### config.mk
export PLATFORM = sky130hd
export DESIGN_NAME = als_spi_reader
export DESIGN_NICKNAME = d
export VERILOG_FILES = /design/src/rtl/als_spi_reader.sv
export SDC_FILE = /design/constraint.sdc
export NUM_CORES = 1
export LEC_CHECK = 0
export ABC_CLOCK_PERIOD_IN_PS = 2300
export BUFFER_PORTS_ARGS = -buffer_cell sky130_fd_sc_hd__buf_4
export CORE_ASPECT_RATIO = 1.2
export CORE_UTILIZATION = 50
export CTS_CLUSTER_SIZE = 30
export DETAILED_ROUTE_END_ITERATION = 10
export GPL_ROUTABILITY_DRIVEN = 0
export MAX_ROUTING_LAYER = met4
export PLACE_DENSITY_LB_ADDON = 0.12
export SYNTH_ARGS = -nofsm -noshare
export SYNTH_HDL_FRONTEND = slang
export SYNTH_SLANG_ARGS = --single-unit
export TNS_END_PERCENT = 20
### constraint.sdc
create_clock -name clk -period 2.3 [get_ports clk]
set_clock_uncertainty 0.15 [all_clocks]
set_input_delay 0.23 -clock clk [delete_from_list [all_inputs] [get_ports clk]]
set_output_delay 0.23 -clock clk [all_outputs]
set_load 0.005 [all_outputs]
### src/rtl/als_spi_reader.sv
// SPI read master for the Pmod ALS (ADC081S021): one 16-clock read frame per conversion,
// paced by rise/fall strobes taken from the clock divider's clk_div square wave.
module als_spi_reader #(
    parameter int unsigned AUTO      = 1,
    parameter int unsigned GAP_TICKS = 2
) (
    input  logic       clk,
    input  logic       rst,
    input  logic       clk_div,
    input  logic       start,
    input  logic       miso,
    output logic       cs_n,
    output logic       sclk,
    output logic [7:0] data,
    output logic       data_valid,
    output logic       frame_err,
    output logic       busy
);
    localparam int unsigned FRAME_BITS = 16;
    localparam logic [4:0]  LAST_BIT   = 5'(FRAME_BITS);
    localparam logic [3:0]  GAP_LAST   = 4'(GAP_TICKS);

    typedef enum logic [1:0] {IDLE, ARM, SHIFT, GAP} state_e;

    state_e      state_q, state_d;
    logic        dq_q;
    logic        cs_n_q, cs_n_d;
    logic        sclk_q, sclk_d;
    logic [7:0]  data_q, data_d;
    logic        dv_q, dv_d;
    logic        err_q, err_d;
    logic        busy_q, busy_d;
    logic        pend_q, pend_d;
    logic [4:0]  bit_cnt_q, bit_cnt_d;
    logic [3:0]  gap_cnt_q, gap_cnt_d;
    logic [15:0] shreg_q, shreg_d;

    logic        rise_c, fall_c;
    logic [15:0] shreg_next_c;
    logic [4:0]  bit_inc_c;
    logic [3:0]  gap_inc_c;

    // One-clk strobes on each clk_div transition
    assign rise_c       = clk_div & ~dq_q;
    assign fall_c       = ~clk_div & dq_q;
    assign shreg_next_c = {shreg_q[14:0], miso};
    assign bit_inc_c    = bit_cnt_q + 5'd1;
    assign gap_inc_c    = gap_cnt_q + 4'd1;

    always_ff @(posedge clk or posedge rst) begin
        if (rst) begin
            state_q   <= IDLE;
            dq_q      <= 1'b0;
            cs_n_q    <= 1'b1;
            sclk_q    <= 1'b1;
            data_q    <= 8'd0;
            dv_q      <= 1'b0;
            err_q     <= 1'b0;
            busy_q    <= 1'b0;
            pend_q    <= 1'b0;
            bit_cnt_q <= 5'd0;
            gap_cnt_q <= 4'd0;
            shreg_q   <= 16'd0;
        end else begin
            state_q   <= state_d;
            dq_q      <= clk_div;
            cs_n_q    <= cs_n_d;
            sclk_q    <= sclk_d;
            data_q    <= data_d;
            dv_q      <= dv_d;
            err_q     <= err_d;
            busy_q    <= busy_d;
            pend_q    <= pend_d;
            bit_cnt_q <= bit_cnt_d;
            gap_cnt_q <= gap_cnt_d;
            shreg_q   <= shreg_d;
        end
    end

    always_comb begin
        state_d   = state_q;
        cs_n_d    = cs_n_q;
        sclk_d    = sclk_q;
        data_d    = data_q;
        dv_d      = 1'b0;
        err_d     = err_q;
        busy_d    = busy_q;
        pend_d    = pend_q;
        bit_cnt_d = bit_cnt_q;
        gap_cnt_d = gap_cnt_q;
        shreg_d   = shreg_q;

        case (state_q)
            IDLE: begin
                cs_n_d = 1'b1;
                sclk_d = 1'b1;
                busy_d = 1'b0;
                if ((AUTO != 0) || start) begin
                    pend_d  = 1'b1;
                    busy_d  = 1'b1;
                    state_d = ARM;
                end
            end
            // CS drops on a rise; SCLK stays high for half a period of setup
            ARM: begin
                if (rise_c && pend_q) begin
                    cs_n_d    = 1'b0;
                    bit_cnt_d = 5'd0;
                    pend_d    = 1'b0;
                    state_d   = SHIFT;
                end
            end
            SHIFT: begin
                if (fall_c) begin
                    sclk_d = 1'b0;
                end else if (rise_c) begin
                    sclk_d    = 1'b1;
                    shreg_d   = shreg_next_c;
                    bit_cnt_d = bit_inc_c;
                    if (bit_inc_c == LAST_BIT) begin
                        cs_n_d    = 1'b1;
                        data_d    = shreg_next_c[12:5];
                        err_d     = |shreg_next_c[15:13];
                        dv_d      = 1'b1;
                        gap_cnt_d = 4'd0;
                        state_d   = GAP;
                    end
                end
            end
            GAP: begin
                cs_n_d = 1'b1;
                if (rise_c) begin
                    gap_cnt_d = gap_inc_c;
                    if (gap_inc_c == GAP_LAST) begin
                        busy_d  = 1'b0;
                        state_d = IDLE;
                    end
                end
            end
            default: state_d = IDLE;
        endcase
    end

    assign cs_n       = cs_n_q;
    assign sclk       = sclk_q;
    assign data       = data_q;
    assign data_valid = dv_q;
    assign frame_err  = err_q;
    assign busy       = busy_q;
endmodule

# == Word-level counts from Yosys, hierarchy flattened ==
# Cells that the tools add are included.
# W data, S select, Z words.
# totals
output_inout_bits,13
input_bits,5
memories,0
reg_bits,41
wordCells,81
mem_bits_ro,0
latchBits,0
mem_bits_rw,0
# op_classes
n_mux,32
n_bitwise,5
n_shift,0
n_eq_ne,12
div_mod_pow,0
addsub,2
n_mul,0
magnitude_cmp,0
n_reduce_logical,18
# op_table
operator,n
$mux W4,4
$mux W5,3
$mux W1,12
$mux W2,6
$ne A2 B2 Y1 const B,6
$reduce_and A4 Y1,3
$pmux W5 S2,1
$reduce_bool A2 Y1,5
$pmux W2 S4,1
$pmux W4 S2,1
$pmux W1 S2,3
$reduce_and A3 Y1,2
$reduce_and A6 Y1,1
$add A5 B1 Y5 const B,1
$eq A5 B5 Y1 const B,1
$reduce_and A5 Y1,1
$add A4 B1 Y4 const B,1
$eq A2 B2 Y1 const B,2
$eq A4 B2 Y1 const B,1
$reduce_and A2 Y1,2
$ne A3 B3 Y1 const B,1
$not A1 Y1,3
$pmux W1 S3,1
$reduce_or A3 Y1,1
5 further kinds,6

# == Depth between registers and ports, before layout ==
# Gate-level depths: netlist (run 1).
# depth
ltp_word,6
ltp_mapped,8
depth_no_buf,7

# == Least setup slack after synthesis (run 1) ==
# OpenSTA, ideal clock, no wires.
# synth_timing
path_type,register to register
startpoint,register bit_cnt_q[0]
endpoint,register state_q[1]
path_slack_ns,0.174
t_arrival_ns,1.848
period_less_slack_ns,2.126
stages_incl_launch_ff,7
required_ns,2.022
setup_time_ns,0.128
path_buffers,0
cell_sequence,dfrtp_1 > ha_1 > nand3_2 > or4_4 > o211ai_2 > nor4b_4 > mux2_1
# synth_between
elab_chain_cells,4
# synth_rtl
item,line,source
"start, declared",34,"logic [4:0] bit_cnt_q, bit_cnt_d;"
"start signal, assigned",74,bit_cnt_q <= bit_cnt_d;
$add A5 B1 Y5,47,assign bit_inc_c = bit_cnt_q + 5'd1;
$eq A5 B5 Y1,120,if (bit_inc_c == LAST_BIT) begin
$ne A2 B2 Y1 (no source line),--,
$reduce_and A6 Y1 (no source line),--,
"end signal, assigned",65,state_q <= state_d;
"end, declared",25,"state_e state_q, state_d;"
# Every way passes these cells.
# A chain may end at the register's enable or synchronous reset.

# == Worst setup path in the final report (run 1) ==
# layout_timing
startpoint,register gap_cnt_q[1]
endpoint,register state_q[1]
# layout_between
elab_chain_cells,4
# layout_rtl
item,line,source
"start, declared",35,"logic [3:0] gap_cnt_q, gap_cnt_d;"
"start signal, assigned",75,gap_cnt_q <= gap_cnt_d;
$add A4 B1 Y4,48,assign gap_inc_c = gap_cnt_q + 4'd1;
$eq A4 B2 Y1,134,if (gap_inc_c == GAP_LAST) begin
$ne A2 B2 Y1 (no source line),--,
$reduce_and A6 Y1 (no source line),--,
# Every way passes these cells.

==> results of run 1 <==
-- cells by family after synthesis --
| kind of cell | count (synthesis) |
|---|---|
| multiplexers | 26 |
| AO/OA/AOI/OAI | 35 |
| AND/OR/NAND/NOR | 51 |
| adder cells (fa/ha/maj) | 12 |
| flip-flops | 41 |
| buffers and inverters | 16 |
-- worst max-delay path, delay by kind of cell, from the launching register on --
family	cells	cell delay, ps
AO/OA/AOI/OAI	2	410
AND/OR/NAND/NOR	2	440
adder cells (fa/ha/maj)	1	280
multiplexers	1	340
flip-flops	1	460
-- flip-flops by register name (all words and copies together) (netlist names) --
signal,cells
state_q,2
gap_cnt_q,4
dq_q,1
pend_q,1
busy,1
sclk,1
cs_n,1
data,8
data_valid,1
shreg_q,15
frame_err,1
bit_cnt_q,5
-- timing repair --
item	CTS	global route
endpoints found under the hold margin	40	0
resized for setup	0	2
hold buffers	2	0
buffers inserted	0	1
endpoints found under the setup margin	0	1
-- final timing paths --
path | start | to | depth (start not counted)
worst max register to register | gap_cnt_q[1] | state_q[1] | 6
max in group asynchronous | rst | cs_n | 4
worst min-delay path | miso | shreg_q[0] | 2
worst max-delay path | gap_cnt_q[1] | state_q[1] | 6
min in group asynchronous | rst | bit_cnt_q[0] | 4
worst min register to register | cs_n | cs_n | 2
-- power groups by stage --
stage	sequential, mW	combinational [mW]	clock [mW]
final	1.06	0.998	0.465
after detailed placement	1.07	0.977	0
after global placement	1.06	0.942	0
after CTS	1.06	0.986	0.481
after global routing	1.08	1.12	0.501
after floorplan	1.02	0.763	0
-- stage by stage --
stage	total power, mW	hold WS (ps)
5_1_grt	2.70	15.1
4_1_cts	2.52	9.34
3_5_place_dp	2.05	229
3_3_place_gp	2.00	227
2_1_floorplan	1.79	111
6_report	2.52	18.6
-- Yosys cell counts --
library cell	n	area share, %
mux2i_1	1	0.48
o21ai_0	8	1.9
nand3_1	4	0.95
a31oi_1	1	0.30
nand3_2	1	0.48
a211o_1	1	0.42
or3_1	3	0.89
o21a_1	1	0.36
nand3b_1	1	0.36
nor2_1	10	1.8
nand4_4	1	1.0
nor3b_2	1	0.60
nand2_1	15	2.7
and2_1	1	0.30
a21boi_1	1	0.36
nor3_1	4	0.95
o211ai_2	3	1.8
o2bb2ai_1	2	0.83
a21oi_2	1	0.42
a22o_1	3	1.3
a21oi_1	5	1.2
or4_1	1	0.36
o31ai_1	1	0.36
clkbuf_1	3	0.54
nand2b_1	3	0.89
nor4b_4	1	1.1
o21ai_2	1	0.42
mux2_1	5	2.7
mux2_2	20	11
buf_2	2	0.48
dfrtp_1	39	46
a221o_1	3	1.4
nand4_1	2	0.60
a21o_1	2	0.71
o221a_2	1	0.54
dfstp_2	2	2.5
nand4bb_1	1	0.54
or4_4	1	0.54
and2_2	1	0.36
o22ai_1	1	0.30
ha_1	12	7.2
inv_1	11	2.0
-- metal layers --
metal  up-vias  global-route usage [%]  part of all wire, %
met3         7                    4.79                  3.2
met1       709                    23.1                   44
met4         0                    8.33                  1.6
met5         -                       -                    0
li1        708                       -                    -
met2        31                    34.1                   51
-- cell type report --
class / instances / area (µm²)
Clock inverter: 2 / 15.0
Inverter: 11 / 41.3
Fill cell: 337 / 1530
Multi-Input combinational cell: 124 / 1010
Clock buffer: 6 / 72.6
Timing Repair Buffer: 26 / 200
Tap cell: 54 / 67.6
Sequential cell: 41 / 1030
==> results by group, run 1 <==
Run
  – Max cap viols: 0

CTS
  – Num Clock Sinks: 41
  – Clock transition at the registers of the reported paths: 80 ps
  – TritonCTS clock tree: yes
  – Root buf cell: clkbuf_8
  – Worst skew pair latency: 290 ps
  – Htree depth: 2
  – CTS buffer count: 5
  – CTS max path bufs: 2

Synthesis
  – Sequential share of the synthesized area: 49.0%
  – Synth Area in Simple Gates: 14.4%
  – Cell count after synthesis: 181
  – Syn nets: 198
  – Main combinational cell family by area after synthesis: simple AND/OR/NAND/NOR gates
  – Syn_area_per_cell: 11.6 µm²
  – Synth Area in Compound Gates: 12.6%
  – Mux contribution to synthesized area: 13.9%
  – Syn Std Cell Area: 2100 µm²
  – Area share of fa/ha/maj cells after synthesis: 7.15%
  – #FFs+latches synth: 41
  – Cell variety after synth: 42
  – Synth Area in XOR/XNOR: 0%
  – YS warnings: 0

STA
  – Setup slack after layout: 116 ps
  – Max Fclk: 458 MHz
  – Worst-Margin Slew: 510 ps
  – Period Utilization, post-route: 95.0%
  – RSZ-0062 raised after global routing: false
  – Fin. Hold Viols: 0
  – Fin crit period: 2180 ps
  – Final setup viols: 0
  – Pins Over Slew Limit: 0
  – TNS Setup: 0 ps
  – Slew margin rel.: 66.0%

Finish
  – Share of layout cells above drive strength 1: 31.9%
  – Post-route cell area: 2440 µm²
  – Fin cells: 264
  – Area growth from synthesis to layout: 16.2%
  – Most common cell after layout, fill and taps aside: dfrtp_1
  – Total Nets Final: 226
  – Antenna cells: 0
  – Commonest non-fill, non-tap cells in the layout: dfrtp_1 (39), buf_4 (24), mux2_2 (20)
  – Finished Core Util: 61.4%

Floorplan
  – I/O pin total: 18
  – Die footprint: 4460 µm²
  – Die Ht: 73.0 µm
  – Chip Width: 61.2 µm
  – FP Rows: 25
  – Core ar.: 3970 µm²
  – Initial core utilization: 52.9%

Worst setup path
  – Startpoint Class: flop
  – Crit path kind: reg -> reg
  – Crit Path Max Fanout: 6
  – Crit end category: flop
  – Largest stage delay on the critical path: 460 ps
  – Slowest stage cell, crit path: dfrtp_1
  – Data required time of the critical path: 2330 ps
  – Cell breakdown of the critical path: ha_2 > and2_1 > a21oi_1 > o221a_2 > nor4b_4 > mux2_1
  – CP arrival: 2220 ps
  – Reg-to-reg slack, setup: 120 ps

Global routing
  – Largest net degree at the start of global routing: 42
  – GRT Total Usage: 20.4%
  – Initial antenna violation count: 0
  – First-pass GRT wire length: 6470 µm
  – Vias in the first global route: 1455
  – Overflow after GRT: 0

Hold path
  – Hold/Removal Path Class: in -> reg

Power and ir drop
  – Internal: 1.57 mW
  – P_leak: 1.18 nW
  – Clk network pwr share: 18.4%
  – Power per cell area: 1030 nW/µm²
  – Sw Pwr: 945 µW
  – Worst vdd ir: 0.521 mV
  – Comb pwr share: 39.6%
  – Sw frac: 37.5%
  – Reg power frac: 42.0%

Placement
  – DP Cell Count: 253
  – Pre-CTS setup slack: 59.5 ps
  – IO Port Bufs: 16
  – Placed Area: 2320 µm²
  – Post-DP HPWL: 2700 µm

Route
  – Routed vias/inst: 5.51
  – DR vias: 1455
  – Initial drt markers: 95
  – Routed WL per cell: 14.4 µm
  – Drt pass-1 iters: 5
  – DR DRC count: 0
  – Routed wire length: 3800 µm
  – Post-route antenna net violation count: 0

Outcome
  – Outcome: complete, no violations
No activity file was read; power rests on OpenSTA's default activity.
==> run 2, diff against run 1 <==
- ABC_CLOCK_PERIOD_IN_PS: 2300 -> 2600
- clock period: 2.3 -> 2.6 ns (I/O delays scaled with it)
==> run 2 against run 1 <==
Critical path depth up 1; utilization down 0.66 points; via count down 0.27%; final cell count down 2.3%; critical endpoint is now cs_n; setup slack worse by 3.4 ps; largest power group unchanged; clock power grew 11%; sequential share of layout area is 0.46 points higher; first-iteration DRC count shrank 20%; combinational power shrank 16%.
==> results by group, run 2 (same netlist as run 1, synthesis figures left out) <==
Route
  – DR DRC count: 0 (unchanged)
  – Initial drt markers: 76 (was 95)
  – Routed WL per cell: 14.8 µm (was 14.4 µm)
  – DR vias: 1451 (was 1455)
  – Routed vias/inst: 5.62 (was 5.51)
  – Drt pass-1 iters: 4 (was 5)
  – Post-route antenna net violation count: 0 (unchanged)
  – Routed wire length: 3830 µm (was 3800 µm)

STA
  – Fin crit period: 2490 ps
  – Final setup viols: 0 (unchanged)
  – Max Fclk: 402 MHz
  – Pins Over Slew Limit: 0 (unchanged)
  – TNS Setup: 0 ps (unchanged)
  – Fin. Hold Viols: 0 (unchanged)
  – Worst-Margin Slew: 602 ps (was 510 ps)
  – Slew margin rel.: 59.8% (was 66.0%)
  – Period Utilization, post-route: 95.7%
  – RSZ-0062 raised after global routing: false (unchanged)

Finish
  – Antenna cells: 0 (unchanged)
  – Commonest non-fill, non-tap cells in the layout: dfrtp_1 (39), mux2_2 (20), buf_4 (18) (was dfrtp_1 (39), buf_4 (24), mux2_2 (20))
  – Finished Core Util: 60.7% (was 61.4%)
  – Total Nets Final: 220 (was 226)
  – Register bank with the most flops: shreg_q (unchanged)
  – Area growth from synthesis to layout: 14.9% (was 16.2%)
  – Max reg flops: 15 (unchanged)
  – Most common cell after layout, fill and taps aside: dfrtp_1 (unchanged)
  – Share of layout cells above drive strength 1: 28.9% (was 31.9%)

Power and ir drop
  – Power per cell area: 956 nW/µm² (was 1030 nW/µm²)
  – P_leak: 1.17 nW (was 1.18 nW)
  – Clk network pwr share: 22.3% (was 18.4%)
  – Worst vdd ir: 0.476 mV (was 0.521 mV)
  – Reg power frac: 41.2% (was 42.0%)
  – Comb pwr share: 36.5% (was 39.6%)
  – Internal: 1.46 mW (was 1.57 mW)
  – Sw Pwr: 840 µW (was 945 µW)
  – Sw frac: 36.5% (was 37.5%)

Worst setup path
  – Slowest stage cell, crit path: dlygate4sd3_1 (was dfrtp_1)
  – Data required time of the critical path: 2670 ps (was 2330 ps)
  – Crit path kind: in -> reg (was reg -> reg)
  – Largest stage delay on the critical path: 540 ps (was 460 ps)
  – WP buf/inv: 2 (was 0)
  – Startpoint Class: primary input (was flop)
  – Crit Path Max Fanout: 12 (was 6)
  – Reg-to-reg slack, setup: 310 ps (was 120 ps)
  – Crit end category: flop (unchanged)
  – Cell breakdown of the critical path: dlygate4sd3_1 > buf_4 > ha_1 > a21boi_1 > a21oi_1 > a31oi_1 > mux2i_1 (was ha_2 > and2_1 > a21oi_1 > o221a_2 > nor4b_4 > mux2_1)
  – CP arrival: 2550 ps (was 2220 ps)
  – Gate family responsible for the most delay along the worst path: compound AO/OA/AOI/OAI gates (was flip-flops)

Floorplan
  – Die footprint: 4460 µm² (unchanged)
  – Chip Width: 61.2 µm (unchanged)
  – Die Ht: 73.0 µm (unchanged)
  – I/O pin total: 18 (unchanged)
  – Core ar.: 3970 µm² (unchanged)
  – Initial core utilization: 52.9% (unchanged)
  – FP Rows: 25 (unchanged)

Global routing
  – First-pass GRT wire length: 6580 µm (was 6470 µm)
  – Overflow after GRT: 0 (unchanged)
  – GRT Total Usage: 20.5% (was 20.4%)
  – Largest net degree at the start of global routing: 42 (unchanged)
  – Vias in the first global route: 1494 (was 1455)
  – Initial antenna violation count: 0 (unchanged)

CTS
  – CTS buffer count: 5 (unchanged)
  – Htree depth: 2 (unchanged)
  – Root buf cell: clkbuf_8 (unchanged)
  – Num Clock Sinks: 41 (unchanged)
  – Worst skew pair latency: 290 ps (about the same)
  – TritonCTS clock tree: yes (unchanged)
  – CTS max path bufs: 2 (unchanged)
  – Post-CTS Setup Inserts: 0 (unchanged)
  – Clock transition at the registers of the reported paths: 80 ps (about the same)

Hold path
  – Hold/Removal Path Class: in -> reg (unchanged)

Placement
  – IO Port Bufs: 16 (unchanged)
  – Post-DP HPWL: 2740 µm (was 2700 µm)

Outcome
  – Outcome: complete, no violations (unchanged)

Run
  – Max cap viols: 0 (unchanged)
run 2: cell types whose count changed in the layout (fill, tap and decap cells not counted):
| cell | previous run | this run |
|---|---|---|
| buf_4 | 24 | 18 |
| bufinv_16 | 0 | 1 |
| clkinv_4 | 0 | 1 |
| ha_1 | 10 | 12 |
| ha_2 | 2 | 0 |
| clkinvlp_4 | 2 | 0 |
run 2: final timing paths:
kind | startpoint | end | cells past startpoint
min | miso | shreg_q[0] | 2
min reg2reg | cs_n | cs_n | 2
min in group asynchronous | rst | bit_cnt_q[1] | 4
max | clk_div | cs_n | 7
max reg2reg | bit_cnt_q[0] | state_q[1] | 6
max in group asynchronous | rst | cs_n | 4
run 2: worst register-to-register path: cells and delay by family, from the launching register on:
| kind | cells | cell delay, ps |
|---|---|---|
| compound gates | 1 | 80 |
| fa+ha+maj | 1 | 270 |
| flops | 1 | 430 |
| simple gates | 3 | 900 |
| mux | 1 | 350 |
run 2: per-stage QoR:
stage	worst slack, ps	instance area [µm²]	cells	power [mW]	hold WS [ps]
2_1_floorplan	474	2100	181	1.58	141
3_3_place_gp	365	2280	248	1.74	257
3_5_place_dp	316	2280	248	1.80	259
4_1_cts	119	2410	258	2.32	56.4
5_1_grt	0.841	2410	258	2.47	47.1
6_report	113	2410	258	2.31	55.0
run 2: timing repair:
action                    4_1_cts  5_1_grt
hold buffers                    2        0
gates resized for setup         0        0
hold endpoints to repair       40        0
run 2: power groups by stage:
stage / registers [mW] / logic (mW) / clock network [mW]
3_5_place_dp: 0.962 / 0.840 / 0
4_1_cts: 0.949 / 0.846 / 0.520
6_report: 0.949 / 0.841 / 0.515
5_1_grt: 0.976 / 0.949 / 0.546
2_1_floorplan: 0.907 / 0.675 / 0
3_3_place_gp: 0.945 / 0.794 / 0
run 2: area by class of cell:
class | count | area (µm²)
inverters | 11 | 41.3
clock inverters | 2 | 38.8
well taps | 54 | 67.6
flip-flops and latches | 41 | 1030
fillers | 334 | 1560
multi-input cells | 124 | 1010
repair buffers | 20 | 155
clock buffers | 6 | 72.6
run 2: metal layers:
layer  track usage (%)  routed length (µm)  vias to the layer above
met2              33.7                1990                       21
met4              8.08                  55                        0
met1              24.2                1670                      730
met5                 -                   0                        -
li1                  -                   -                      694
met3              4.26                 106                        6
